**src/rtl/flappy_pkg.sv**
```systemverilog
// Shared definitions for the flappy game datapath blocks.
//   state_t        : bird FSM state encoding (IDLE, PLAY, DEAD)
//   *_DEF          : default geometry and motion parameters
package flappy_pkg;

  typedef enum logic [1:0] {
    IDLE = 2'd0,
    PLAY = 2'd1,
    DEAD = 2'd2
  } state_t;

  localparam int ROWS_DEF     = 16;
  localparam int START_Y_DEF  = 7;
  localparam int FLAP_VEL_DEF = -3;
  localparam int MAX_FALL_DEF = 2;

endpackage

```
**src/rtl/edge_detect.sv**
```systemverilog
// Rising-edge detector for a level input.
//   clk   : system clock
//   reset : synchronous, active-high reset (clears the history register)
//   in    : level input
//   rise  : high for the cycle where in=1 and in was 0 on the previous cycle
// The history register updates every cycle regardless of any pause state
// in the consumer.
module edge_detect (
  input  logic clk,
  input  logic reset,
  input  logic in,
  output logic rise
);

  logic r_prev;

  always_ff @(posedge clk) begin
    if (reset) r_prev <= 1'b0;
    else       r_prev <= in;
  end

  assign rise = in & ~r_prev;

endmodule

```
**src/rtl/bird_motion.sv**
```systemverilog
// Bird vertical motion and game-state FSM.
//   clk       : system clock
//   reset     : synchronous, active-high reset
//   tick      : one-cycle game-speed enable
//   pause     : freezes position, velocity and state while high
//   flap      : debounced player button (level)
//   hit       : pipe collision flag (level)
//   bird_y    : current bird row, 0 = top, ROWS-1 = bottom (registered)
//   playing   : high in PLAY (registered)
//   game_over : high in DEAD (registered)
//
// state | meaning
// IDLE  | waiting for a flap to start, bird parked at START_Y
// PLAY  | bird moves on each tick, flaps queue one pending impulse
// DEAD  | ground crash or pipe hit, waiting for a flap to return to IDLE
module bird_motion
  import flappy_pkg::*;
#(
  parameter int ROWS     = ROWS_DEF,
  parameter int START_Y  = START_Y_DEF,
  parameter int FLAP_VEL = FLAP_VEL_DEF,
  parameter int MAX_FALL = MAX_FALL_DEF
) (
  input  logic                    clk,
  input  logic                    reset,
  input  logic                    tick,
  input  logic                    pause,
  input  logic                    flap,
  input  logic                    hit,
  output logic [$clog2(ROWS)-1:0] bird_y,
  output logic                    playing,
  output logic                    game_over
);

  localparam int W  = $clog2(ROWS);
  // Signed working width: two bits above the row width covers the row range
  // plus negative overshoot, and never narrower than the 4-bit velocity.
  localparam int NW = (W + 2 > 5) ? W + 2 : 5;

  localparam logic [W-1:0]         L_START   = W'(START_Y);
  localparam logic [W-1:0]         L_BOTTOM  = W'(ROWS - 1);
  localparam logic signed [NW-1:0] L_MAXY    = NW'(ROWS - 1);
  localparam logic signed [NW-1:0] L_FLAP    = NW'(FLAP_VEL);
  localparam logic signed [NW-1:0] L_MAXF_N  = NW'(MAX_FALL);
  localparam logic signed [3:0]    L_MAXF_V  = 4'(MAX_FALL);

  state_t             r_state;
  logic [W-1:0]       r_bird_y;
  logic signed [3:0]  r_vel;
  logic               r_flap_pending;
  logic               r_playing;
  logic               r_game_over;

  logic                 w_rise;
  logic signed [NW-1:0] w_v;
  logic signed [NW-1:0] w_y_ext;
  logic signed [NW-1:0] w_n;
  logic signed [3:0]    w_vel_next;

  edge_detect u_flap_edge (
    .clk   (clk),
    .reset (reset),
    .in    (flap),
    .rise  (w_rise)
  );

  assign w_v        = r_flap_pending ? L_FLAP : {{(NW-4){r_vel[3]}}, r_vel};
  assign w_y_ext    = {{(NW-W){1'b0}}, r_bird_y};
  assign w_n        = w_y_ext + w_v;
  // Gravity: one row/tick of acceleration, capped at MAX_FALL.
  assign w_vel_next = (w_v >= L_MAXF_N) ? L_MAXF_V : (w_v[3:0] + 4'd1);

  always_ff @(posedge clk) begin
    if (reset) begin
      r_state        <= IDLE;
      r_bird_y       <= L_START;
      r_vel          <= '0;
      r_flap_pending <= 1'b0;
      r_playing      <= 1'b0;
      r_game_over    <= 1'b0;
    end else begin
      case (r_state)
        IDLE: begin
          if (w_rise && !pause) begin
            r_state   <= PLAY;
            r_playing <= 1'b1;
          end
        end
        PLAY: begin
          if (pause) begin
            // Flaps still queue while paused; nothing else moves.
            if (w_rise) r_flap_pending <= 1'b1;
          end else if (hit) begin
            r_state     <= DEAD;
            r_playing   <= 1'b0;
            r_game_over <= 1'b1;
          end else if (tick) begin
            // A flap arriving with this tick is kept for the next one.
            r_flap_pending <= w_rise;
            if (w_n[NW-1]) begin
              r_bird_y <= '0;
              r_vel    <= '0;
            end else if (w_n > L_MAXY) begin
              r_bird_y    <= L_BOTTOM;
              r_state     <= DEAD;
              r_playing   <= 1'b0;
              r_game_over <= 1'b1;
            end else begin
              r_bird_y <= w_n[W-1:0];
              r_vel    <= w_vel_next;
            end
          end else if (w_rise) begin
            r_flap_pending <= 1'b1;
          end
        end
        DEAD: begin
          if (w_rise && !pause) begin
            r_state        <= IDLE;
            r_bird_y       <= L_START;
            r_vel          <= '0;
            r_flap_pending <= 1'b0;
            r_game_over    <= 1'b0;
          end
        end
        default: begin
          r_state        <= IDLE;
          r_bird_y       <= L_START;
          r_vel          <= '0;
          r_flap_pending <= 1'b0;
          r_playing      <= 1'b0;
          r_game_over    <= 1'b0;
        end
      endcase
    end
  end

  assign bird_y    = r_bird_y;
  assign playing   = r_playing;
  assign game_over = r_game_over;

endmodule

```
**config.mk**
```make
export PLATFORM = sky130hd
export DESIGN_NAME = bird_motion
export DESIGN_NICKNAME = d
export VERILOG_FILES = /design/src/rtl/flappy_pkg.sv /design/src/rtl/edge_detect.sv /design/src/rtl/bird_motion.sv
export SDC_FILE = /design/constraint.sdc
export NUM_CORES = 1
export LEC_CHECK = 0
export ABC_AREA = 0
export BUFFER_PORTS_ARGS = -buffer_cell sky130_fd_sc_hd__buf_2
export CORE_MARGIN = 2
export CORE_UTILIZATION = 51
export CTS_CLUSTER_DIAMETER = 30
export DETAILED_ROUTE_END_ITERATION = 10
export HOLD_SLACK_MARGIN = 0.12
export PLACE_DENSITY = 0.74
export SLEW_MARGIN = 15
export SYNTH_ARGS = -nofsm -noshare
export SYNTH_HDL_FRONTEND = slang
export SYNTH_HIERARCHICAL = 1
export SYNTH_SLANG_ARGS = --single-unit
```
**constraint.sdc**
```tcl
create_clock -name clk -period 2.4 [get_ports clk]
set_clock_uncertainty 0.05 [all_clocks]
set_input_delay 0.36 -clock clk [delete_from_list [all_inputs] [get_ports clk]]
set_output_delay 0.36 -clock clk [all_outputs]
set_load 0.1 [all_outputs]
```
**Word-level counts from Yosys, hierarchy flattened**

Index checks and enable logic that the tools add are counted.

- $add $sub $neg: 2
- Order comparisons: 2
- Bitwise operators: 4
- Reduce and logical (&&, ||, !) cells: 9
- Equal/unequal tests: 12
- Muxes and demuxes: 43

Operators with widths:

| kind | count |
|---|---|
| 2-to-1 mux 4 bit | 13 |
| case mux 4 bit (3 select lines) | 2 |
| AND reduction 6 bit | 4 |
| 2-to-1 mux 1 bit | 16 |
| != test 3 bit (second input constant) | 5 |
| 2-to-1 mux 2 bit | 7 |
| != test 2 bit (second input constant) | 5 |
| case mux 1 bit (3 select lines) | 3 |
| adder 5 x 6 -> 6 bit | 1 |
| >= comparator 6 x 3 -> 1 bit (second input constant) | 1 |
| greater-than comparator 6 x 5 -> 1 bit (second input constant) | 1 |
| 2-to-1 mux 6 bit | 1 |
| case mux 2 bit (3 select lines) | 1 |
| AND reduction 5 bit | 1 |
| adder 4 x 1 -> 4 bit (second input constant) | 1 |
| inverter 1 bit | 3 |
| AND reduction 3 bit | 1 |
| == test 2 x 1 -> 1 bit (second input constant) | 1 |
| == test 2 bit (second input constant) | 1 |
| logical NOT 2 bit | 1 |
| AND 1 bit | 1 |
| logical AND 1 bit | 1 |
| logical NOT 1 bit | 1 |

- Output and inout bits: 6
- Bits in registers: 14

**Depth between registers and ports, before layout**

- Depth after elaboration: 9
- Gate-level depth with buffers: 10
- Gate-level depth less buffers: 9

**Cells and area by module**

The synthesis kept the hierarchy.

By module, submodules not included:

| module | seq. area each (µm²) | times used | cells an instance | area an instance (µm²) |
|---|---|---|---|---|
| bird_motion | 260.2 | 1 | 125 | 1032.2 |
| edge_detect | 20.0 | 1 | 3 | 47.5 |

**Worst setup path after synthesis**

Ideal clock, no wire load.

- Path kind: flip-flop to flip-flop
- From: register r_bird_y[0] (netlist: bird_y[0])
- To: register r_vel[0]
- Setup slack: -0.301 ns
- Cell stages (with the launch flop): 9
- Path buffers: 0
- Arrival time: 2.580 ns
- Period minus slack after synthesis: 2.701 ns
- Required time: 2.278 ns
- Cells stage by stage: dfxtp_1 -> ha_1 -> ha_1 -> a21oi_1 -> a21o_1 -> a211o_2 -> o41a_4 -> o21ai_4 -> mux2i_1

- Cells in the longest elaborated chain, start to end: 6

Ends and longest elaborated chain:

| what | RTL line | RTL |
|---|---|---|
| from (decl) | bird_motion.sv:48 | `logic [W-1:0] r_bird_y;` |
| from (signal assigned) | bird_motion.sv:109 | `r_bird_y <= w_n[W-1:0];` |
| adder 5 x 6 -> 6 bit * | bird_motion.sv:69 | `assign w_n = w_y_ext + w_v;` |
| parallel branches: the longest is 5 deep, another holds greater-than comparator 6 x 5 -> 1 bit | n/a |  |
| to (signal assigned) | bird_motion.sv:110 | `r_vel <= w_vel_next;` |
| to (decl) | bird_motion.sv:49 | `logic signed [3:0] r_vel;` |

Every way passes the cells marked *. The select of a mux whose other input is x is not followed.
A chain may end at the register's enable or synchronous reset.

**Final worst setup path**

- From: register r_flap_pending
- To: register r_vel[3]

- Cells in the longest elaborated chain, start to end: 9

Ends and longest elaborated chain:

| what | RTL line | RTL |
|---|---|---|
| from (decl) | bird_motion.sv:50 | `logic r_flap_pending;` |
| from (signal assigned) | bird_motion.sv:99 | `r_flap_pending <= w_rise;` |
| 2-to-1 mux 6 bit * | bird_motion.sv:67 | `assign w_v = r_flap_pending ? L_FLAP : {{(NW-4){r_vel[3]}}, r_vel};` |
| parallel branches: the longest is 8 deep, another holds adder 5 x 6 -> 6 bit | n/a |  |

Marked as above.

==> summary.txt <==
Layout
  • Area grow syn2layout: 23.06%
  • Commonest non-fill, non-tap cells in the layout: nor2_1 (16), buf_4 (14), buf_2 (11), dfxtp_1 (9), a21oi_1 (7)
  • Post-route design area: ~1300 um^2
  • Final #Nets: ~160
  • Area of the multi-input gates: 794.5 um^2
  • Commonest non-fill, non-tap cell in the layout: nor2_1
  • Fill count: roughly 140
  • Fraction of layout cells with a size suffix above 1: 34.87%
  • Post-layout util: between 60% and 70%
  • Diode count: 0
  • Register area: ~290 um^2

Job
  • Max-cap violation count: 0

Clock network
  • Worst-Skew Late Latency: between 200 and 300 ps
  • CTS max path bufs: 2
  • Cts hold-fix bufs: 0
  • CTS root buffer: clkbuf_4
  • H-Tree Level Count: 1
  • Reg clk slew, reported paths: ~100 ps
  • # clock sinks: 14
  • Total CTS buffers: 3
  • CTS tree: yes

Synth
  • Post-synthesis sequential area ratio: roughly 26%
  • Yosys reg bits: 14
  • Asr flop ratio synth: 0%
  • Yosys Warn Count: 6
  • Post-Syn Area per Cell: about 8.4 um^2
  • Post-synth top flop: dfxtp_1
  • Cell variety after synth: 44
  • Leading area contributor after synthesis: dfxtp_1
  • Post-synthesis cell count: roughly 130
  • Synth top area cells: dfxtp_1 (26%), ha_1 (5.8%), nor2_1 (5.6%), xnor2_1 (4.9%), a21oi_1 (4.2%)
  • Post-Syn Area: ~1100 um^2
  • Share of the synthesized area in the top cell type: 25.96%
  • EDFF count, synth: 0
  • Post-Syn Nets: 139

Route
  • Vias per Instance: between 5 and 6
  • DR WL/cell: 14.37 um
  • DRC Markers: 0
  • Starting DRT DRC Count: 15
  • Via count: 983
  • Antenna Violating Nets Remaining: 0
  • 1st-pass router iterations: 4
  • DRT Wirelength: approximately 2600 um

Timing
  • Post-route clock period utilization: 97.26%
  • Worst hold slack: between 200 and 300 ps
  • Final setup fails: 0
  • Achievable Freq: approximately 430 MHz
  • Final worst path period need: 2334 ps
  • Setup tns final: 0 ps
  • Worst slew pin tran: between 400 and 500 ps
  • Final Max Tran Viols: 0
  • Fin. Hold Viols: 0
  • Slew margin rel.: roughly two thirds

Floorplanning
  • FP Rows: 16
  • I/O pins: 12
  • Die W: 50.02 um
  • Die area: 2502 um^2
  • Effective utilization at floorplan: 54.48%
  • Die height: 50.02 um
  • Placeable core region: just under 2000 um^2

Pwr
  • Leakage power: about 0.52 nW
  • PwrDens: between 300 and 400 nW/um^2
  • Tot Pwr: between 0.5 and 0.6 mW
  • Peak VDD IR: between 0.4 and 0.5 mV

Place
  • I/O Buffers: 11
  • Dpl hpwl: 1710 um
  • Area after DPL: roughly 1200 um^2
  • RD Place Congestion: slightly below 0.9

Critical path
  • Worst Setup Start Kind: flop
  • Crit Path Max Fanout: 5
  • Path type of the worst setup path: reg -> reg
  • Crit end category: flop
  • CP arrival: about 2500 ps
  • Critical Path RT: 2570 ps

GRT
  • First-pass GRT wire length: between 3000 and 4000 um
  • GRT overflow: 0
  • Largest net degree at the start of global routing: 17
  • Initial antenna violation count: 0
  • Total GRT Usage: ~20%
  • Vias in the first global route: ~900

Outcome
  • Run status: completed

Min path
  • Worst hold path type: in -> reg
## layout make-up
class	instances	area share [%]
timing repair buffer	25	12.05
multi-input combinational	105	59.79
inverter	4	1.130
clock buffer	4	2.731
sequential	14	21.75
tap	27	2.542
## registers in the layout, summed over array words and instances, names as in the netlist
register and flops:
u_flap_edge/r_prev 1, bird_y 4, r_vel 4, r_flap_pending 1, playing 1, r_state 2
game_over 1
## layer usage
metal / wire length [um] / part of all wire (%) / vias up / track usage (%)
met5: 0 / 0 / - / 0
met4: 59 / 2.3 / 0 / 9.722
met3: 48 / 1.9 / 6 / 1.818
met2: 1333 / 52 / 13 / 36.18
met1: 1132 / 44 / 459 / 24.07
li1: - / - / 505 / -
## kinds of logic after synthesis
kind of cell / share of synthesized area (%)
buffers and inverters: 4.634
muxes: 4.751
DFF: 25.96
xor gates and xnor gates: 5.678
adders and majority gates: 5.794
AOI/OAI and AO/OA: 24.45
and+or+nand+nor: 28.74
## report_power, final
| group | switching (mW) | internal [mW] |
|---|---|---|
| Sequential | 0.00620 | 0.237 |
| Clock | 0.0881 | 0.0924 |
| Combinational | 0.0632 | 0.0438 |
## metrics by stage
step                cells  setup slack (ps)
global route          179            -22.50
CTS                   173             12.14
detailed placement    169             17.35
floorplan             128             33.79
finish                179             65.74
global placement      169             47.86
## Yosys cell counts (all sizes together), types with 2 or more instances
master and n:
a21oi 11, a22oi 2, and2 3, buf 3
clkbuf 2, dfxtp 14, ha 5, inv 4
mux2i 4, nand2 6, nand2b 7, nand3 3
nor2 17, nor2b 6, nor3 2, o21a 2
o21ai 7, o32a 3, or2 2, or3 3
xnor2 6
## path summary, 6_finish.rpt
kind	from	end	slack, ps	cells after the start
max reg2reg	r_flap_pending	r_vel[3]	70	8
min	flap	u_flap_edge/r_prev	260	2
max	r_flap_pending	r_vel[3]	70	8
min reg2reg	game_over	game_over	420	1
## critical path, cell delays in order (launching register included)
cell,delay [ps]
dfxtp_4,370
or2_4,260
ha_4,300
nand4b_1,160
a21o_1,220
a211o_2,310
o41a_4,140
o21ai_4,240
mux2i_1,210
## repair_timing
| item | 4_1_cts | 5_1_grt |
|---|---|---|
| pin swaps | 1 | 9 |
| resized for setup | 1 | 10 |
| buffers inserted | 0 | 6 |
| setup endpoints to repair | 3 | 8 |
Power figures use the tool's default switching activity.
